===== config.mk =====
export PLATFORM = sky130hd
export DESIGN_NAME = expr_eval_ctrl_flat
export DESIGN_NICKNAME = d
export VERILOG_FILES = /design/src/rtl/expr_eval_ctrl_if.sv /design/src/rtl/expr_eval_ctrl.sv /design/src/flat_wrapper.sv
export SDC_FILE = /design/constraint.sdc
export NUM_CORES = 1
export LEC_CHECK = 0
export CORE_AREA = 2 2 143 145
export DETAILED_ROUTE_END_ITERATION = 7
export DIE_AREA = 0 0 145 147
export PLACE_DENSITY_LB_ADDON = 0.25
export SETUP_SLACK_MARGIN = 0.15
export SLEW_MARGIN = 20
export SYNTH_ARGS = -nofsm -noshare
export SYNTH_HDL_FRONTEND = slang
export SYNTH_SLANG_ARGS = --single-unit

===== constraint.sdc =====
create_clock -name clk -period 3.5 [get_ports clk]
set_input_delay 0.525 -clock clk [delete_from_list [all_inputs] [get_ports clk]]
set_output_delay 0.525 -clock clk [all_outputs]
set_load 0.02 [all_outputs]

===== src/rtl/expr_eval_ctrl_if.sv =====
// Handshake bundle for expr_eval_ctrl: character input stream and result output.
// master = source/consumer side, slave = controller side.
interface expr_eval_ctrl_if #(
  parameter int W = 16
);
  logic [7:0]   in;
  logic         in_valid;
  logic         in_ready;
  logic [W-1:0] result;
  logic         err;
  logic         res_valid;
  logic         res_ready;
  logic         busy;
  logic         ovf;

  modport master (
    output in, in_valid, res_ready,
    input  in_ready, result, err, res_valid, busy, ovf
  );

  modport slave (
    input  in, in_valid, res_ready,
    output in_ready, result, err, res_valid, busy, ovf
  );
endinterface


===== src/rtl/expr_eval_ctrl.sv =====
// Sequencing controller for a single-digit infix expression evaluator
// (digit (op digit)* '=', ops '+' and '*', '*' binds tighter than '+').
// Products use a 4-cycle LSB-first shift-add; arithmetic wraps modulo 2^W.
// Optional overflow detection is enabled by defining EXPR_OVF_DETECT_EN;
// without it ovf is tied low and no detection logic exists.
module expr_eval_ctrl #(
  parameter int W = 16
) (
  input logic             clk,
  input logic             clr,
  expr_eval_ctrl_if.slave bus
);

  typedef enum logic [2:0] {
    IDLE,
    OPND,
    OPER,
    MUL,
    SYNC,
    DONE
  } state_t;

  state_t       state, nxt;
  logic [W-1:0] sum, sum_n;
  logic [W-1:0] term, term_n;
  logic [W-1:0] mcand, mcand_n;
  logic [3:0]   mdig, mdig_n;
  logic [1:0]   cnt, cnt_n;
  logic         op_mul, op_mul_n;
  logic         err_r, err_n;
  logic [W-1:0] result_r, result_n;
  logic         in_ready_r, busy_r, res_valid_r;

  logic         is_dig, is_add, is_mul, is_eq;
  logic [W-1:0] dx;

`ifdef EXPR_OVF_DETECT_EN
  logic         ovf_r, ovf_n;
  logic [W:0]   add_st;
  logic [W:0]   add_pp;
  logic [W+2:0] shifted;
  logic         pp_lost;
`else
  logic [W-1:0] add_st;
  logic [W-1:0] add_pp;
  logic [W-1:0] shifted;
`endif

  // Character classification; the low nibble of '0'..'9' is the digit value.
  always_comb begin
    is_dig = (bus.in >= 8'h30) && (bus.in <= 8'h39);
    is_add = (bus.in == 8'h2B);
    is_mul = (bus.in == 8'h2A);
    is_eq  = (bus.in == 8'h3D);
    dx     = {{(W-4){1'b0}}, bus.in[3:0]};
  end

  // Adders: running sum + term, and shift-add partial product accumulation.
`ifdef EXPR_OVF_DETECT_EN
  always_comb begin
    add_st  = {1'b0, sum} + {1'b0, term};
    shifted = {3'b000, mcand} << cnt;
    pp_lost = |shifted[W+2:W];
    add_pp  = {1'b0, term} + {1'b0, shifted[W-1:0]};
  end
`else
  always_comb begin
    add_st  = sum + term;
    shifted = mcand << cnt;
    add_pp  = term + shifted;
  end
`endif

  // Next-state and next-register-value decode for every state.
  always_comb begin
    nxt      = state;
    sum_n    = sum;
    term_n   = term;
    mcand_n  = mcand;
    mdig_n   = mdig;
    cnt_n    = cnt;
    op_mul_n = op_mul;
    err_n    = err_r;
    result_n = result_r;
`ifdef EXPR_OVF_DETECT_EN
    ovf_n    = ovf_r;
`endif
    case (state)
      IDLE: if (bus.in_valid) begin
        if (is_dig) begin
          term_n = dx;
          sum_n  = '0;
          nxt    = OPND;
        end else if (is_eq) begin
          err_n    = 1'b1;
          result_n = '0;
          nxt      = DONE;
        end else begin
          nxt = SYNC;
        end
      end
      OPND: if (bus.in_valid) begin
        if (is_add) begin
          op_mul_n = 1'b0;
          nxt      = OPER;
        end else if (is_mul) begin
          op_mul_n = 1'b1;
          nxt      = OPER;
        end else if (is_eq) begin
          result_n = add_st[W-1:0];
`ifdef EXPR_OVF_DETECT_EN
          if (add_st[W]) ovf_n = 1'b1;
`endif
          nxt = DONE;
        end else begin
          nxt = SYNC;
        end
      end
      OPER: if (bus.in_valid) begin
        if (is_dig && !op_mul) begin
          sum_n  = add_st[W-1:0];
          term_n = dx;
`ifdef EXPR_OVF_DETECT_EN
          if (add_st[W]) ovf_n = 1'b1;
`endif
          nxt = OPND;
        end else if (is_dig) begin
          mcand_n = term;
          mdig_n  = bus.in[3:0];
          term_n  = '0;
          cnt_n   = '0;
          nxt     = MUL;
        end else if (is_eq) begin
          err_n    = 1'b1;
          result_n = '0;
          nxt      = DONE;
        end else begin
          nxt = SYNC;
        end
      end
      MUL: begin
        if (mdig[cnt]) begin
          term_n = add_pp[W-1:0];
`ifdef EXPR_OVF_DETECT_EN
          if (add_pp[W] || pp_lost) ovf_n = 1'b1;
`endif
        end
        cnt_n = cnt + 2'd1;
        if (cnt == 2'd3) nxt = OPND;
      end
      SYNC: if (bus.in_valid && is_eq) begin
        err_n    = 1'b1;
        result_n = '0;
        nxt      = DONE;
      end
      DONE: if (bus.res_ready) begin
        sum_n  = '0;
        term_n = '0;
        err_n  = 1'b0;
`ifdef EXPR_OVF_DETECT_EN
        ovf_n  = 1'b0;
`endif
        nxt = IDLE;
      end
      default: nxt = IDLE;
    endcase
  end

  // State, datapath registers and registered handshake outputs.
  always_ff @(posedge clk or posedge clr) begin
    if (clr) begin
      state       <= IDLE;
      sum         <= '0;
      term        <= '0;
      mcand       <= '0;
      mdig        <= '0;
      cnt         <= '0;
      op_mul      <= 1'b0;
      err_r       <= 1'b0;
      result_r    <= '0;
      in_ready_r  <= 1'b1;
      busy_r      <= 1'b0;
      res_valid_r <= 1'b0;
`ifdef EXPR_OVF_DETECT_EN
      ovf_r       <= 1'b0;
`endif
    end else begin
      state       <= nxt;
      sum         <= sum_n;
      term        <= term_n;
      mcand       <= mcand_n;
      mdig        <= mdig_n;
      cnt         <= cnt_n;
      op_mul      <= op_mul_n;
      err_r       <= err_n;
      result_r    <= result_n;
      in_ready_r  <= (nxt == IDLE) || (nxt == OPND) || (nxt == OPER) || (nxt == SYNC);
      busy_r      <= (nxt != IDLE);
      res_valid_r <= (nxt == DONE);
`ifdef EXPR_OVF_DETECT_EN
      ovf_r       <= ovf_n;
`endif
    end
  end

  assign bus.in_ready  = in_ready_r;
  assign bus.busy      = busy_r;
  assign bus.res_valid = res_valid_r;
  assign bus.result    = result_r;
  assign bus.err       = err_r;
`ifdef EXPR_OVF_DETECT_EN
  assign bus.ovf       = res_valid_r & ovf_r;
`else
  assign bus.ovf       = 1'b0;
`endif

endmodule


===== src/flat_wrapper.sv =====
// flat-port wrapper written by rule: the top's interface ports become plain ports
module expr_eval_ctrl_flat 
#(
  parameter int W = 16
)
  (clk, clr, bus_in, bus_in_valid, bus_res_ready, bus_in_ready, bus_result, bus_err, bus_res_valid, bus_busy, bus_ovf);
  expr_eval_ctrl_if #(.W(W)) bus_i ();
  input logic clk;
  input logic clr;
  input wire logic [$bits(bus_i.in)-1:0] bus_in;
  input wire logic [$bits(bus_i.in_valid)-1:0] bus_in_valid;
  input wire logic [$bits(bus_i.res_ready)-1:0] bus_res_ready;
  output wire logic [$bits(bus_i.in_ready)-1:0] bus_in_ready;
  output wire logic [$bits(bus_i.result)-1:0] bus_result;
  output wire logic [$bits(bus_i.err)-1:0] bus_err;
  output wire logic [$bits(bus_i.res_valid)-1:0] bus_res_valid;
  output wire logic [$bits(bus_i.busy)-1:0] bus_busy;
  output wire logic [$bits(bus_i.ovf)-1:0] bus_ovf;
  assign bus_i.in = bus_in;
  assign bus_i.in_valid = bus_in_valid;
  assign bus_i.res_ready = bus_res_ready;
  assign bus_in_ready = bus_i.in_ready;
  assign bus_result = bus_i.result;
  assign bus_err = bus_i.err;
  assign bus_res_valid = bus_i.res_valid;
  assign bus_busy = bus_i.busy;
  assign bus_ovf = bus_i.ovf;
  expr_eval_ctrl #(.W(W)) u_core (.clk(clk), .clr(clr), .bus(bus_i));
endmodule

==> results.md <==
- Outcome: finished, final reports clean
- CP Cell Sequence: mux4_2 -> ha_1 -> a211o_1 -> or2_2 -> o221ai_1 -> o21ai_0 -> a21oi_1 -> xor2_1 -> o21ai_0
- Post-Route M1 WL: 5530 um
- RSZ-0062 raised after global routing: no
- FF-to-FF path depth: 9
- Port Buffers: 31
- Hold Path Depth: 2
- Synth Warn #: 0
- Die Area: 21300 um2
- Layout cells sized above 1: 14.5%
- Die X: 145 um
- Die extent in y: 147 um
- DR iter-0 viols: 204
- Final max-slew violation count: 0
- I/O pin cnt: 33
- Largest net degree at the start of global routing: 40
- Fin crit share: 87.6%
- Worst hold slack: 486 ps
- Drt drc: 0
- Kind of end point of the critical path: register
- Area of the multi-input gates: 2780 um2
- #FFs+latches synth: 78
- CP Class: reg2reg
- Core box area: 19800 um2
- Detailed Place HPWL: 8610 um
- First-pass GRT wire length: 19700 um
- DR vias/cell: 4.85
- Cts bufs inserted: 9
- CTS tree: built
- Clock Sinks: 78
- Power per Cell Area: 400 nW/um2
- Top sig layer: met4
- Cell count after synthesis: 464
- Root Driver: clkbuf_16
- EDFF count, synth: 0
- Row cnt: 52
- Worst skew pair latency: 330 ps
- Final Hold Fails: 0
- Sequential share of power: 42.8%
- Sequential share of the synthesized area: 40.1%
- Gr usage total: 11.3%
- Syn Area/Cell: 10.5 um2
- Initial antenna violation count: 1
- Fmax achieved: 326 MHz
- Combinational fraction of design power: 13.7%
- Post-synth ARST share: 100%
- Area contributors post-synth: dfrtp_1 40%, ha_1 8.0%, mux4_2 6.0%, a22o_1 5.2%, mux2_2 4.9%
- Psw: 613 uW
- Critical path's largest stage delay: 550 ps
- Initial Util: 24.6%
- Slowest CP cell: mux4_2
- RD Place Congestion: 0.833
- Layout Area Growth over Synthesis: 19.6%
- Slew @ Worst Pin: 986 ps
- Ys flop type: dfrtp_1
- Max FO, Critical Path: 14
- Most frequent cell after synthesis: dfrtp_1
- Postcts setup bufs: 0
- Tmin final: 3060 ps
- Static leakage: 0.00263 uW
- WL/cell: 14.9 um
- Distinct cells, synth: 58
- Longest Clk Path Bufs: 2
- Vias in the first global route: 3810
- Max-cap violations: 0
- Post-Route WL: 11500 um
- Clock slew at reported path FFs: 60 ps
- Final ANT Viol Nets: 0
- Via count: 3751
- Total gr overflow: 0
- Critical Path Source Type: register
- Int Pwr: 1720 uW
- Required time worst endpoint: 3700 ps
- Most frequent cell on the critical path: o21ai_0
- Crit path DAT: 3270 ps
- Wire length on met2: 5550 um
- Synth top cells by count: 77 x dfrtp_1, 36 x a21oi_1, 35 x o21ai_0
- Worst Skew: 6.72 ps
- CTS Hold Bufs: 0
- Synth top area share: 39.5%
- Cell taking the most area after synthesis: dfrtp_1
- Syn Nets: 509
- First-pass DRT Iterations: 4
- Worst relative slew slack: 34.1%
- Antenna Cells: 0
- Nets: 543
- Worst hold path type: reg2reg
- CTS H-Tree Depth: 3
- Metal3 WL: 334 um
- Setup tns final: 0 ps
- Clock power share: 43.5%
- FILL cells: 2074
- FF/Latch Area: 1960 um2
- Setup violators final: 0
- Net Sw Frac: 26.3%
- Cell Area, Synth: 4870 um2
- Peak VDD IR: 0.240 mV
## cells by family (layout without fill, tap and decap cells)
logic type,count (synthesis),in the layout,synth area share [%]
adder cells (fa/ha/maj),33,33,8.78
XOR/XNOR,28,28,5.03
flip-flops,78,78,40.1
AO/OA/AOI/OAI,157,157,21.7
AND/OR/NAND/NOR,98,98,9.81
multiplexers,37,37,11.5
buffers and inverters,32,71,3.06
other,1,1,0.0769
## what timing repair did
item / CTS / global route
setup endpoints to repair: 0 / 6
resized for setup: 0 / 2
hold endpoints to repair: 0 / 0
## flip-flops by register name (all words and copies together), names as in the netlist
| register | cells |
|---|---|
| u_core.op_mul | 1 |
| u_core.term | 16 |
| u_core.state | 3 |
| u_core.bus.in_ready | 1 |
| u_core.mcand | 16 |
| u_core.bus.result | 16 |
| u_core.mdig | 4 |
| u_core.cnt | 2 |
| u_core.bus.err | 1 |
| u_core.bus.res_valid | 1 |
| u_core.bus.busy | 1 |
| u_core.sum | 16 |
## critical path: cells and delay by family (launching register included)
family | cells | cell delay, ps
flops | 1 | 540
compound gates | 5 | 1070
simple gates | 1 | 280
mux | 1 | 550
fa+ha+maj | 1 | 350
xor+xnor | 1 | 140
## power by group through the flow
stage | Combinational, uW | Clock [uW] | Sequential [uW]
floorplan | 242 | 0 | 990
global placement | 316 | 0 | 1020
detailed placement | 321 | 0 | 1020
CTS | 321 | 1050 | 1000
global route | 363 | 1090 | 1000
finish | 318 | 1010 | 998
## routing by layer
metal / track usage (%) / vias to the layer above
met5: 0 / -
met4: 2.67 / 0
met3: 2.33 / 12
met2: 19.1 / 64
met1: 14.9 / 1871
li1: - / 1804
## worst paths after layout
path	startpoint	end	slack, ps
worst max-delay path	u_core.cnt[0]$_DFFE_PP0P_	u_core.term[13]$_DFFE_PP0P_	440
worst min-delay path	u_core.bus.result[2]$_DFFE_PP0P_	u_core.bus.result[2]$_DFFE_PP0P_	490
worst max register to register	u_core.cnt[0]$_DFFE_PP0P_	u_core.term[13]$_DFFE_PP0P_	440
worst min register to register	u_core.bus.result[2]$_DFFE_PP0P_	u_core.bus.result[2]$_DFFE_PP0P_	490
max in group asynchronous	clr	u_core.bus.result[4]$_DFFE_PP0P_	2110
min in group asynchronous	clr	u_core.sum[2]$_DFFE_PP0P_	620
## through the flow
| step | setup slack (ps) | utilization [%] | cells | total power [uW] | area [um2] |
|---|---|---|---|---|---|
| after floorplan | 269 | - | 464 | 1230 | 4870 |
| after global placement | 320 | 27.8 | 757 | 1330 | 5510 |
| after detailed placement | 262 | 27.8 | 757 | 1340 | 5510 |
| after CTS | 247 | 29.4 | 773 | 2370 | 5830 |
| after global routing | 173 | 29.4 | 773 | 2450 | 5830 |
| final | 435 | 29.4 | 773 | 2330 | 5830 |
## cell type report
class / instances / share of cell area (%)
Clock buffer: 12 / 4.23
Clock inverter: 4 / 1.20
Inverter: 13 / 0.859
Multi-Input combinational cell: 354 / 47.6
Sequential cell: 78 / 33.5
Tap cell: 270 / 5.80
Timing Repair Buffer: 42 / 6.74
## placed cells by master (no fill, tap or decap), types with 9 or more instances in the layout
cell type / count
a21o_1: 10
a21oi_1: 36
a22o_1: 29
buf_4: 11
clkbuf_16: 9
clkdlybuf4s50_1: 31
dfrtp_1: 75
ha_1: 31
inv_1: 12
mux2_2: 21
mux4_2: 13
nand2_1: 33
nor2_1: 22
o21ai_0: 35
xnor2_1: 17
xor2_1: 11
No activity file was read; power rests on OpenSTA's default activity.
